<file path="config.mk">
export PLATFORM = sky130hd
export DESIGN_NAME = vote_console_tx
export DESIGN_NICKNAME = d
export VERILOG_FILES = /design/src/rtl/vote_console_tx.sv
export SDC_FILE = /design/constraint.sdc
export NUM_CORES = 1
export LEC_CHECK = 0
export CELL_PAD_IN_SITES_DETAIL_PLACEMENT = 0
export CELL_PAD_IN_SITES_GLOBAL_PLACEMENT = 1
export CORE_MARGIN = 10
export CORE_UTILIZATION = 49
export CTS_CLUSTER_SIZE = 24
export DETAILED_ROUTE_END_ITERATION = 10
export MAX_ROUTING_LAYER = met4
export PLACE_DENSITY = 0.89
export SYNTH_ARGS = -nofsm -noshare
export SYNTH_HDL_FRONTEND = slang
export SYNTH_SLANG_ARGS = --single-unit
</file>
<file path="constraint.sdc">
create_clock -name clk -period 5.45 [get_ports clk]
set_input_delay 1.635 -clock clk [delete_from_list [all_inputs] [get_ports clk]]
set_output_delay 1.635 -clock clk [all_outputs]
set_load 0.01 [all_outputs]
</file>
<file path="src/rtl/vote_console_tx.sv">
// Ballot-terminal front end: debounces the panel buttons and drives voter/confirm/mode to the machine.
// Optional vote limit is enabled by defining VOTE_LIMIT_EN.
module vote_console_tx #(
   parameter int DEB_CYC   = 4,
   parameter int SETUP_CYC = 2,
   parameter int PULSE_CYC = 2,
   parameter int HOLD_CYC  = 2,
   parameter int MAX_VOTES = 255
) (
   input  logic       clk,
   input  logic       rst,
   input  logic [3:0] btn,
   input  logic       cast_btn,
   input  logic       close_btn,
   output logic [3:0] voter,
   output logic       confirm,
   output logic [1:0] mode,
   output logic       busy,
   output logic       closed,
   output logic       err,
   output logic [7:0] vote_cnt
);

   localparam int CW   = $clog2(DEB_CYC + 1);
   localparam int T1   = (SETUP_CYC > PULSE_CYC) ? SETUP_CYC : PULSE_CYC;
   localparam int TMAX = (T1 > HOLD_CYC) ? T1 : HOLD_CYC;
   localparam int TW   = $clog2(TMAX + 1);
   localparam logic [7:0] VOTE_MAX = 8'(MAX_VOTES);
`ifdef VOTE_LIMIT_EN
   localparam bit LIMIT_ON = 1'b1;
`else
   localparam bit LIMIT_ON = 1'b0;
`endif

   typedef enum logic [2:0] {IDLE, SETUP, STROBE, HOLD, CLOSED, WIPE} state_t;

   state_t              state;
   logic [5:0]          raw, s1, s2, deb, deb_q, press;
   logic [5:0][CW-1:0]  dcnt;
   logic [3:0]          sel;
   logic [TW-1:0]       tcnt;
   logic [3:0]          bpress;
   logic                cast_p, close_p, limit_hit;

   assign raw       = {close_btn, cast_btn, btn};
   assign press     = deb & ~deb_q;
   assign bpress    = press[3:0];
   assign cast_p    = press[4];
   assign close_p   = press[5];
   assign limit_hit = LIMIT_ON && (vote_cnt >= VOTE_MAX);

   always_ff @(posedge clk or posedge rst) begin
      if (rst) begin
         s1 <= '0;
         s2 <= '0;
      end else begin
         s1 <= raw;
         s2 <= s1;
      end
   end

   // Debounced level follows s2 only after DEB_CYC consecutive differing samples.
   always_ff @(posedge clk or posedge rst) begin
      if (rst) begin
         dcnt  <= '0;
         deb   <= '0;
         deb_q <= '0;
      end else begin
         deb_q <= deb;
         for (int g = 0; g < 6; g++) begin
            if (s2[g] == deb[g]) begin
               dcnt[g] <= '0;
            end else if (dcnt[g] == CW'(DEB_CYC - 1)) begin
               deb[g]  <= s2[g];
               dcnt[g] <= '0;
            end else begin
               dcnt[g] <= dcnt[g] + 1'b1;
            end
         end
      end
   end

   always_ff @(posedge clk or posedge rst) begin
      if (rst) begin
         state    <= IDLE;
         sel      <= '0;
         tcnt     <= '0;
         voter    <= '0;
         confirm  <= 1'b0;
         mode     <= 2'b00;
         busy     <= 1'b0;
         closed   <= 1'b0;
         err      <= 1'b0;
         vote_cnt <= '0;
      end else begin
         err <= 1'b0;
         case (state)
            IDLE: begin
               if (close_p) begin
                  state  <= CLOSED;
                  mode   <= 2'b01;
                  closed <= 1'b1;
               end else if (cast_p) begin
                  if (sel == 4'd0 || limit_hit) begin
                     err <= 1'b1;
                  end else begin
                     state <= SETUP;
                     voter <= sel;
                     busy  <= 1'b1;
                     tcnt  <= '0;
                  end
               end else if (|bpress) begin
                  // A press only counts as a selection when it is the sole button held.
                  if ($onehot(deb[3:0])) begin
                     sel <= deb[3:0];
                  end else begin
                     sel <= '0;
                     err <= 1'b1;
                  end
               end
            end
            SETUP: begin
               if (tcnt == TW'(SETUP_CYC - 1)) begin
                  state   <= STROBE;
                  confirm <= 1'b1;
                  tcnt    <= '0;
               end else begin
                  tcnt <= tcnt + 1'b1;
               end
            end
            STROBE: begin
               if (tcnt == TW'(PULSE_CYC - 1)) begin
                  state   <= HOLD;
                  confirm <= 1'b0;
                  tcnt    <= '0;
               end else begin
                  tcnt <= tcnt + 1'b1;
               end
            end
            HOLD: begin
               if (tcnt == TW'(HOLD_CYC - 1)) begin
                  state <= IDLE;
                  voter <= '0;
                  busy  <= 1'b0;
                  sel   <= '0;
                  tcnt  <= '0;
                  if (vote_cnt != 8'hFF) vote_cnt <= vote_cnt + 8'd1;
               end else begin
                  tcnt <= tcnt + 1'b1;
               end
            end
            CLOSED: begin
               if (close_p) begin
                  state  <= IDLE;
                  mode   <= 2'b00;
                  closed <= 1'b0;
               end else if (cast_p) begin
                  state    <= WIPE;
                  mode     <= 2'b10;
                  closed   <= 1'b0;
                  busy     <= 1'b1;
                  vote_cnt <= '0;
                  sel      <= '0;
                  tcnt     <= '0;
               end
            end
            WIPE: begin
               if (tcnt == TW'(PULSE_CYC - 1)) begin
                  state <= IDLE;
                  mode  <= 2'b00;
                  busy  <= 1'b0;
                  tcnt  <= '0;
               end else begin
                  tcnt <= tcnt + 1'b1;
               end
            end
            default: state <= IDLE;
         endcase
      end
   end

endmodule

</file>
==> impl_metrics.ini, run 1 <==
[grt]
grt_overflow = 0
grt_antenna_before_repair = 0
grt_pass1_wl_um = 9160
grt_usage = 0.120
grt_max_degree = 53
first_global_vias = 1986

[routing]
drc_errors = 0
drtAntennaViolNets = 0
drt_wl_total_um = 5150
dr.pass1.iters = 4
vias = 1906
routedWlPerCell_um = 14.5
drt_iter0_drc = 77
routed_via_density = 5.35

[timing]
rsz0062_at_grt = no
setup_viol = 0
slew_headroom = 0.327
finClkSkew_ps = 5.56
fin_crit_ps = 3000
period_share = 0.550
drv_slew = 0
hold_viol = 0
worstMarginPinSlew_ps = 1010
finalSetupTns_ps = 0
fmax_mhz = 334
setup_slack_ps = 2450

[power]
leakage_nw = 1.54
p_per_area_nw_per_um2 = 544
vdd_ir_drop_max_mv = 0.244
power.total_mw = 1.85

[yosys]
synth_area_per_cell_sq_um = 11.6
synth_common_cells = 69 x dfrtp_1, 23 x nand2_1, 19 x nor2_1
yosysTopAreaCell = dfrtp_1
yosysUniqueCellTypes = 43
async_reset_ff_frac = 1.00
syn-instance-count = 251
synth_fp_nets = 269
synth_top_area_frac = 0.595
yosysWarnings = 0
synth_ff_type = dfrtp_1
ys_seq_elements = 69
synth_edf_count = 0
post_synth_instance_area_sq_um = 2900
synthMostInstantiatedCell = dfrtp_1
synth.area.top_cells = dfrtp_1 59%, ha_1 3.9%, mux2_2 3.1%, nor3b_1 3.1%, nand2_1 3.0%
yosysSeqAreaShare = 0.595

[placement]
place_ws_ps = 2320
dpl.hpwl_um = 3650
dpl_cell_area_sq_um = 3210
portBuffers = 25
gp_congestion = 0.754

[worst_hold_path]
hold_class = flop to flop

[floorplan]
rows = 27
die_y_um = 97.0
core_area_sq_um = 5640
die_area_sq_um = 9410
die_x_um = 97.0
initial_core_util = 0.515
io_pins = 26

[finish]
area_delta_synth_final_pct = 17.4
finalInstanceArea_sq_um = 3410
seq_area_sq_um = 1730
multiInputGateArea_sq_um = 1100
fillCellCount = 447
nNetsFinal = 299
antennaDiodeCount = 0
fin_util = 0.605
drive_above_1_share = 0.0880

[clock_tree]
clockBufferDepth = 2
htree_num_levels = 3
cts-resized-gates = 0
cts_hold_buf = 0
clk_pin_slew_ps = 70
clock-root-buffer = clkbuf_8
cts_tree = built
cts_buffers = 9
postCtsSetupBuffers = 0
clock_sinks = 69
insertion_delay_ps = 340

[setup_path]
worstPathRequired_ps = 3820
path_class = flop to primary output
worst-path-buf-inv = 1
cp_max_fo = 6
cp.arrival_ps = 1360
cpPeakStageDelay_ps = 580
worstPathCellList = clkdlybuf4s50_1
reg2reg_slack_ps = 2980
critPathSlowestCell = clkdlybuf4s50_1
start_kind = flop
crit_family = buffers and inverters
critPathCaptureType = primary output

[job]
cap_viol_max_count = 0

[run_status]
outcome = finished, final reports clean
-- final timing paths --
check / from / endpoint / cells past startpoint
max: vote_cnt[6]$_DFFE_PP0P_ / vote_cnt[6] / 1
min: s1[2]$_DFF_PP0_ / s2[2]$_DFF_PP0_ / 0
max reg2reg: deb[0]$_DFFE_PP0P_ / sel[2]$_DFFE_PP0P_ / 10
min reg2reg: s1[2]$_DFF_PP0_ / s2[2]$_DFF_PP0_ / 0
max in group asynchronous: rst / sel[1]$_DFFE_PP0P_ / 3
min in group asynchronous: rst / deb[4]$_DFFE_PP0P_ / 2
-- per-layer routing --
| metal | wire (um) | up-vias | GRT usage | part of all wire |
|---|---|---|---|---|
| li1 | - | 930 | - | - |
| met1 | 2480 | 935 | 0.147 | 0.48 |
| met2 | 2320 | 33 | 0.173 | 0.45 |
| met3 | 267 | 8 | 0.0440 | 0.052 |
| met4 | 82 | 0 | 0.0541 | 0.016 |
| met5 | 0 | - | - | 0 |
-- through the flow --
stage               instances  hold WS (ps)
floorplan                 251           331
global placement          342           332
detailed placement        342           336
CTS                       356           351
global route              356           355
finish                    356           347
-- cell type report --
| type | instances | area share |
|---|---|---|
| inverters | 11 | 0.0121 |
| multi-input cells | 164 | 0.321 |
| clock buffers | 13 | 0.0495 |
| well taps | 72 | 0.0264 |
| clock inverters | 1 | 0.00880 |
| repair buffers | 26 | 0.0756 |
| flip-flops and latches | 69 | 0.506 |
-- power breakdown --
group	switching (mW)	leakage (nW)	internal (mW)	total, mW
clock	0.176	0.102	0.244	0.420
combinational	0.333	0.563	0.322	0.655
sequential	0.124	0.873	0.656	0.780
total	0.633	1.54	1.22	1.85
-- cell families after synthesis --
| logic type | synth area share |
|---|---|
| flip-flops | 0.595 |
| buffers and inverters | 0.0280 |
| XOR/XNOR | 0.0211 |
| multiplexers | 0.0483 |
| AO/OA/AOI/OAI | 0.0888 |
| adder cells (fa/ha/maj) | 0.0457 |
| AND/OR/NAND/NOR | 0.174 |
-- state kept, by name, summed over array words and instances, names as in the netlist --
register	flops
sel	4
deb_q	6
s2	6
confirm	1
voter	4
s1	6
tcnt	2
mode	2
busy	1
vote_cnt	8
closed	1
err	1
deb	6
dcnt	18
state	3
-- cell usage in the layout (no fill, tap or decap), types with 10 or more instances in the layout --
cell             instances
dfrtp_1                 69
clkdlybuf4s50_1         25
nand2_1                 23
nor2_1                  19
o21ai_0                 15
nor3b_1                 12
clkbuf_8                12
inv_1                   10
Note: power is estimated with default switching activity, not from simulation.
==> inputs of run 2 (changes only) <==
Settings changed: CORE_UTILIZATION 49 to 45, PLACE_DENSITY 0.89 to 0.84.
Clock period 5.45 ns to 3 ns, I/O delays scaled along.
==> run 2 against run 1 <==
Against the previous run: first-iteration DRC count is 18% lower; global-route usage is 0.48 points lower; clock power is 120% higher; critical path depth is 9 higher; combinational power is 82% higher; sequential share of layout area is 1.2 points lower; routed wire length is 0.43% higher; non-clock buffer count is 2 higher; power is 91% higher; count of clock-buffer cells in the layout is 4 lower; clock skew is 2.3 ps higher; cell count is 2.5% higher.
==> impl_metrics.ini, run 2 (synthesized netlist as in run 1, its figures left out) <==
[run_status]
outcome = finished, final reports clean

[setup_path]
cp_max_fo = 4
crit_end = sel[1]$_DFFE_PP0P_
reg2reg_slack_ps = 580
cp.arrival_ps = 2700
reg2reg_depth = 10
cpPeakStageDelay_ps = 530
start_kind = flop
worstPathCellList = inv_1 -> fa_1 -> inv_1 -> ha_1 -> ha_1 -> nor2_1 -> nand2_1 -> nor3_1 -> nand2_1 -> mux2i_1
path_class = flop to flop
cp-startpoint = deb[0]$_DFFE_PP0P_
worstPathRequired_ps = 3270
reg2reg_to = sel[1]$_DFFE_PP0P_
r2r_start = deb[0]$_DFFE_PP0P_
critPathSlowestCell = fa_1
critPathCaptureType = flop

[timing]
rsz0062_at_grt = no
setup_viol = 0
setup_slack_ps = 575
drv_slew = 0
finalSetupTns_ps = 0
fin_crit_ps = 2420
finClkSkew_ps = 7.87
hold_viol = 0
fmax_mhz = 412
slew_headroom = 0.422
period_share = 0.808
worstMarginPinSlew_ps = 864

[routing]
routed_via_density = 5.21
dr.pass1.iters = 4
drc_errors = 0
vias = 1903
drtAntennaViolNets = 0
routedWlPerCell_um = 14.2
drt_wl_total_um = 5170
drt_iter0_drc = 63

[grt]
grt_overflow = 0
grt_max_degree = 29
grt_antenna_before_repair = 0
grt_usage = 0.115
grt_pass1_wl_um = 8950
first_global_vias = 1988

[power]
pwr-share-seq = 0.401
vdd_ir_drop_max_mv = 0.502
clockPowerShare = 0.262
switching_power_mw = 1.20
p_int_mw = 2.34
leakage_nw = 1.57
p_sw_frac = 0.339
p_comb_frac = 0.337
p_per_area_nw_per_um2 = 1010
power.total_mw = 3.54

[clock_tree]
clock_sinks = 69
htree_num_levels = 3
clk_pin_slew_ps = 80
cts_tree = built
cts-resized-gates = 0
postCtsSetupBuffers = 0
clock-root-buffer = clkbuf_8
clockBufferDepth = 2
cts_hold_buf = 0
insertion_delay_ps = 350
cts_buffers = 9

[placement]
gp_congestion = 0.739
place_ws_ps = 608
portBuffers = 25
dpl.hpwl_um = 3680

[floorplan]
core_area_sq_um = 6310
io_pins = 26
die_x_um = 100
die_y_um = 100
die_area_sq_um = 10100
rows = 29
initial_core_util = 0.460

[finish]
antennaDiodeCount = 0
final_cell_mix = 69 x dfrtp_1, 25 x clkdlybuf4s50_1, 23 x nand2_1, 19 x nor2_1, 15 x o21ai_0
drive_above_1_share = 0.104
reg_top3 = dcnt: 18 flops, vote_cnt: 8 flops
fin_util = 0.553
final_common_cell = dfrtp_1
nNetsFinal = 301
largest-register = dcnt
largest_reg_flops = 18
area_delta_synth_final_pct = 20.2

[job]
cap_viol_max_count = 0

[worst_hold_path]
hold_class = flop to flop
[run 2: power groups by stage]
stage | registers, mW | clock network [mW] | logic [mW]
after floorplan | 1.38 | 0 | 0.880
after global placement | 1.43 | 0 | 1.17
after detailed placement | 1.44 | 0 | 1.20
after CTS | 1.43 | 0.951 | 1.21
after global routing | 1.47 | 0.993 | 1.34
final | 1.42 | 0.926 | 1.19
[run 2: layout make-up]
cell class	instances	area, sq um
tap	77	96.3
fill	554	2820
inverter	11	41.3
clock buffer	9	124
clock inverter	7	123
multi-input combinational	164	1100
timing repair buffer	28	285
sequential	69	1730
[run 2: worst min-delay path by stage]
stage | cells past startpoint | to | startpoint | slack [ps]
6_report | 0 | s2[3]$_DFF_PP0_ | s1[3]$_DFF_PP0_ | 350
2_1_floorplan | 0 | s2[0]$_DFF_PP0_ | s1[0]$_DFF_PP0_ | 330
3_3_place_gp | 0 | s2[0]$_DFF_PP0_ | s1[0]$_DFF_PP0_ | 330
5_1_grt | 0 | s2[3]$_DFF_PP0_ | s1[3]$_DFF_PP0_ | 360
4_1_cts | 0 | s2[3]$_DFF_PP0_ | s1[3]$_DFF_PP0_ | 350
3_5_place_dp | 0 | s2[2]$_DFF_PP0_ | s1[2]$_DFF_PP0_ | 340
[run 2: through the flow]
stage,hold WS [ps],cell area (sq um),std cells
6_report,348,3490,365
5_1_grt,356,3490,365
4_1_cts,350,3490,365
3_5_place_dp,336,3250,349
3_3_place_gp,334,3250,349
2_1_floorplan,331,2900,251
[run 2: critical path, delay by kind of cell, from the launching register on]
family | cells | cell delay, ps
flops | 1 | 410
fa+ha+maj | 3 | 960
simple gates | 4 | 700
mux | 1 | 140
buf+inv | 2 | 140
[run 2: per-layer routing]
layer  up-vias  part of all wire  global-route usage
li1        938                 -                   -
met1       927              0.46               0.134
met2        30              0.48               0.169
met3         8             0.051              0.0426
met4         0             0.015              0.0641
met5         -                 0                   -
==> RTL edit 1: new RTL, config.mk and constraints of run 2 <==
Encoding of `state_t`: now Gray code (3 bits for 6 states).
--- a/src/rtl/vote_console_tx.sv
+++ b/src/rtl/vote_console_tx.sv
@@ -34,3 +34,3 @@
 
-   typedef enum logic [2:0] {IDLE, SETUP, STROBE, HOLD, CLOSED, WIPE} state_t;
+   typedef enum logic [2:0] {IDLE = 3'b000, SETUP = 3'b001, STROBE = 3'b011, HOLD = 3'b010, CLOSED = 3'b110, WIPE = 3'b111} state_t;
 
Function: no difference found for any inputs over 10 cycles, from zero or initial values and one cycle with rst high; not proved beyond that.
==> RTL edit 1 against run 2 <==
Cell count is 9.9% higher; sequential share of layout area is 2.5 points lower; count of clock-buffer cells in the layout is 3 higher; synthesized area is 8.4% higher; wire length is 14% higher; synthesized cell count is 8.4% higher; cell area is 5.3% higher; power is 7.1% higher; sequential cell count stayed put; setup slack better by 100 ps.
==> RTL edit 1: results (changes against run 2) <==
[status]
outcome = finished clean

[grt]
grt_pass1_wl_um = 10100  ; +13%
grtUsageTotal_pct = 11.5  ; -0.028 points
grt_pass1_vias = 2133  ; +7.3%
grt_max_degree = 70  ; +140%

[worst_setup_path]
ff2ff_path_depth = 9  ; -1
ff2ff_setup_slack_ps = 680  ; +100 ps
crit_fanout = 5  ; +1
reg2reg_to = sel[3]
cp_slowest_stage_delay_ps = 530  ; about the same
crit_arrival_ps = 2590  ; -110 ps

[worst_hold_path]
hold_path_end = s2[5]
whs_path_depth = 0  ; unchanged
hp-start = s1[5]

[synth]
synthesis.nets = 290  ; +7.8%
muxShareOfSynthArea_pct = 3.02  ; -1.8 points
ys_top_cells_by_area = dfrtp_1 (55%), ha_1 (3.6%), nor3b_1 (3.1%)
yosysSeqAreaShare_pct = 54.8  ; -4.6 points
yosys.area_share.adder_pct = 4.21  ; -0.36 points
synth-compound-area-share_pct = 15.2  ; +6.3 points
synth_xor_area_share_pct = 1.67  ; -0.44 points
yosys-top-cells-count = dfrtp_1 (69), nand2_1 (21), inv_1 (14)
synthDistinctLibCells = 56  ; +30%

[placed_design]
place_area_um2 = 3480  ; +7.4%
post-dp-hpwl_um = 4130  ; +12%
place_congestion = 0.824  ; +12%

[cells_and_area]
drive_gt1_share_pct = 11.1  ; +0.73 points
nNetsFinal = 318  ; +5.6%
reg.largest.list = dcnt x18, vote_cnt x8
fillers = 598  ; +7.9%

[route]
drt_iter0_markers = 94  ; +49%
avgRoutedWirePerCell_um = 14.7  ; +3.4%
routed_via_density = 5.27  ; +1.0%
drt_first_pass_iters = 4  ; unchanged

[pwr]
irDropWorstVdd_mv = 0.434  ; -14%
intPower_w = 0.00237  ; +1.3%
p_seq_w = 0.00150  ; +6%
leakage_nw = 1.65  ; +5.1%
clkPwrFrac_pct = 19.6  ; -6.6 points

[clock_tree]
cts_root_buffer = clkbuf_8
clk_path_buf_depth = 2  ; unchanged

[timing]
fin_skew_ps = 10.0  ; +2.14 ps
relSlewSlack_pct = 63.8  ; +22 points

==> RTL edit 1: cell count changes after synthesis, moves of 3 or more <==
cell,before,now
mux2_2,8,3
o21ai_0,15,9
nor2_1,19,6
a21oi_1,5,12
inv_1,11,14
o21a_1,1,5
o41ai_1,2,6
nand3_1,7,3
and2b_2,0,3
a21o_1,0,5
nand2b_1,8,4
==> RTL edit 1: layout make-up <==
type                            instances  area, um^2  share of cell area [%]
Inverter                               14        52.6                    1.43
Clock buffer                           12         145                    3.95
Timing Repair Buffer                   27         278                    7.55
Clock inverter                          4        47.5                    1.29
Tap cell                               96         120                    3.27
Sequential cell                        69        1730                    47.0
Multi-Input combinational cell        179        1310                    35.6
==> RTL edit 1: layer usage <==
| metal | vias to the layer above | wire length [um] | global-route usage, % |
|---|---|---|---|
| li1 | 1024 | - | - |
| met1 | 1035 | 2890 | 14.9 |
| met2 | 40 | 2620 | 16.4 |
| met3 | 13 | 227 | 2.85 |
| met4 | 0 | 133 | 5.67 |
| met5 | - | 0 | - |
==> RTL edit 1: per-stage QoR <==
stage / worst slack, ps / instances / hold slack (ps) / util, % / total power, W
2_1_floorplan: 360 / 272 / 331 / - / 0.00262
3_3_place_gp: 790 / 385 / 332 / 51.3 / 0.00303
5_1_grt: 524 / 401 / 361 / 54.1 / 0.00408
6_report: 679 / 401 / 349 / 54.1 / 0.00379
4_1_cts: 675 / 401 / 353 / 54.1 / 0.00382
3_5_place_dp: 705 / 385 / 336 / 51.3 / 0.00308
==> RTL edit 1: how the worst max path moves through the flow <==
stage | start | end
after floorplan | rst | busy
after global routing | deb[0] | sel[1]
after detailed placement | deb[0] | sel[1]
after CTS | deb[0] | sel[3]
final | deb[0] | sel[3]
after global placement | deb[0] | sel[2]
==> RTL edit 2: new RTL, flow settings as in run 2 <==
Without the edit above. Add a define of `VOTE_LIMIT_EN`.
--- a/src/rtl/vote_console_tx.sv
+++ b/src/rtl/vote_console_tx.sv
@@ -2,2 +2,4 @@
 // Optional vote limit is enabled by defining VOTE_LIMIT_EN.
+`define VOTE_LIMIT_EN
+
 module vote_console_tx #(
Formal check against the unedited RTL: no difference found for any inputs over 10 cycles, from zero or initial values and one cycle with rst high; that may be too few to reach the edited logic, so the function may still have changed.
==> RTL edit 2 against run 2 <==
Combinational power decreased by 3%; cell area increased by 0.64%; synthesized area grew 2.6%; wire length grew 0.43%; setup slack better by 95 ps; maximum frequency rose by 4.1%; power decreased by 6.1%; sequential cell count is the same; critical endpoint is now err.
==> RTL edit 2: results (changes against run 2) <==
[timing]
relSlewSlack_pct = 54.8  ; +13 points
fin_skew_ps = 11.2  ; +3.35 ps

[synth]
synthDistinctLibCells = 49  ; +14%
synthesis.nets = 271  ; +0.74%
yosys-top-cells-count = dfrtp_1 (69), nand2_1 (19), inv_1 (17)
synthCells = 253  ; +0.80%
ys_top_cells_by_area = dfrtp_1 (58%), ha_1 (3.8%), mux2i_1 (3.4%)
async_flop_share_pct = 100  ; unchanged
ys.flop_type = dfrtp_1
yosysSeqAreaShare_pct = 57.9  ; -1.5 points
synth_warnings = 0  ; unchanged

[clock_tree]
cts_root_buffer = clkbuf_8
clk_pin_slew_ps = 60  ; -20 ps
cts_max_level = 3  ; unchanged
clk_path_buf_depth = 2  ; unchanged
numCtsBuffers = 9  ; unchanged
ctsResizeCount = 0  ; unchanged
cts_setup_buffers = 0  ; unchanged
clkLatencyLatePin_ps = 340

[cells_and_area]
reg.largest.list = dcnt x18, vote_cnt x8
antenna_cells = 0  ; unchanged
drive_gt1_share_pct = 9.03  ; -1.4 points
nNetsFinal = 303  ; +0.66%

[placed_design]
dp.cells = 351  ; +0.57%
portBuffers = 25  ; unchanged
post-dp-hpwl_um = 3610  ; -2.1%
place_congestion = 0.781  ; +5.8%

[route]
drt_iter0_markers = 34  ; -46%
routed_via_density = 5.36  ; +2.9%
drt_first_pass_iters = 4  ; unchanged
avgRoutedWirePerCell_um = 14.2  ; +0.43%
num_vias = 1958  ; +2.9%

[grt]
grt_max_degree = 70  ; +140%
grt_antenna_before_repair = 0  ; unchanged
grt_pass1_wl_um = 9270  ; +3.6%
grtUsageTotal_pct = 11.7  ; +0.13 points

[status]
outcome = finished clean

[worst_setup_path]
worst_path_max_delay_cell = fa_1
crit_arrival_ps = 2540  ; -160 ps
cp_slowest_stage_delay_ps = 530  ; about the same
crit_fanout = 5  ; +1

[pwr]
irDropWorstVdd_mv = 0.443  ; -12%
p_sw_share_pct = 34.5  ; +0.55 points
leakage_nw = 1.53  ; -2.3%

[worst_hold_path]
worstHoldPathType = flop to flop

## RTL edit 2: changes by cell type in the layout (fill, tap and decap cells not counted), sizes merged, moves of 3 or more
cell / change
o21ai: -5
nand3: +3
clkbuf: +4
a21oi: +4
mux2: -5
nand2: -4
or3: +5
nor3: +3
nand4: +4
nor2: -15
inv: +5
mux2i: +5
## RTL edit 2: worst paths after layout
path | startpoint | to | slack (ps) | cells past startpoint
worst max register to register | deb[0] | err | 670 | 8
worst min register to register | s1[0] | s2[0] | 350 | 0
min in group asynchronous | rst | sel[0] | 950 | 3
max in group asynchronous | rst | tcnt[0] | 1760 | 3
worst max-delay path | deb[0] | err | 670 | 8
worst min-delay path | s1[0] | s2[0] | 350 | 0
## RTL edit 2: stage by stage
| step | util [%] | instance area [um^2] | worst slack, ps |
|---|---|---|---|
| after floorplan | - | 2980 | 360 |
| after global placement | 51.9 | 3320 | 685 |
| after detailed placement | 51.9 | 3320 | 653 |
| after CTS | 55.0 | 3510 | 633 |
| after global routing | 55.0 | 3510 | 419 |
| final | 55.0 | 3510 | 671 |
## RTL edit 2: area by class of cell
cell class / instances / area [um^2]
clock buffer: 13 / 169
clock inverter: 1 / 30.0
fill: 579 / 2870
inverter: 17 / 63.8
multi-input combinational: 162 / 1160
sequential: 69 / 1730
tap: 77 / 96.3
timing repair buffer: 26 / 270
## RTL edit 2: cell families after synthesis
kind of cell	Yosys count	share of synthesized area [%]
adders and majority gates	10	4.45
muxes	13	4.49
DFF	69	57.9
buffers and inverters	22	3.19
xor gates and xnor gates	6	1.76
and+or+nand+nor	91	18.1
AOI/OAI and AO/OA	42	10.1
## RTL edit 2: worst max-delay path: cells and delay by family, from the launching register on
kind | cells | cell delay [ps]
DFF | 1 | 420
buffers and inverters | 2 | 140
adders and majority gates | 3 | 970
and+or+nand+nor | 1 | 470
AOI/OAI and AO/OA | 2 | 220
## RTL edit 2: power groups by stage
stage | clock network, W | registers, W | logic [W]
global route | 0.000837 | 0.00145 | 0.00132
finish | 0.000765 | 0.00141 | 0.00115
global placement | 0 | 0.00141 | 0.00115
CTS | 0.000786 | 0.00141 | 0.00117
detailed placement | 0 | 0.00143 | 0.00117
floorplan | 0 | 0.00137 | 0.000873
## RTL edit 2: per-layer routing
metal	wire length (um)	global-route usage [%]	vias up
li1	-	-	963
met1	2440	13.7	955
met2	2440	17.9	27
met3	183	2.93	13
met4	128	6.43	0
met5	0	-	-
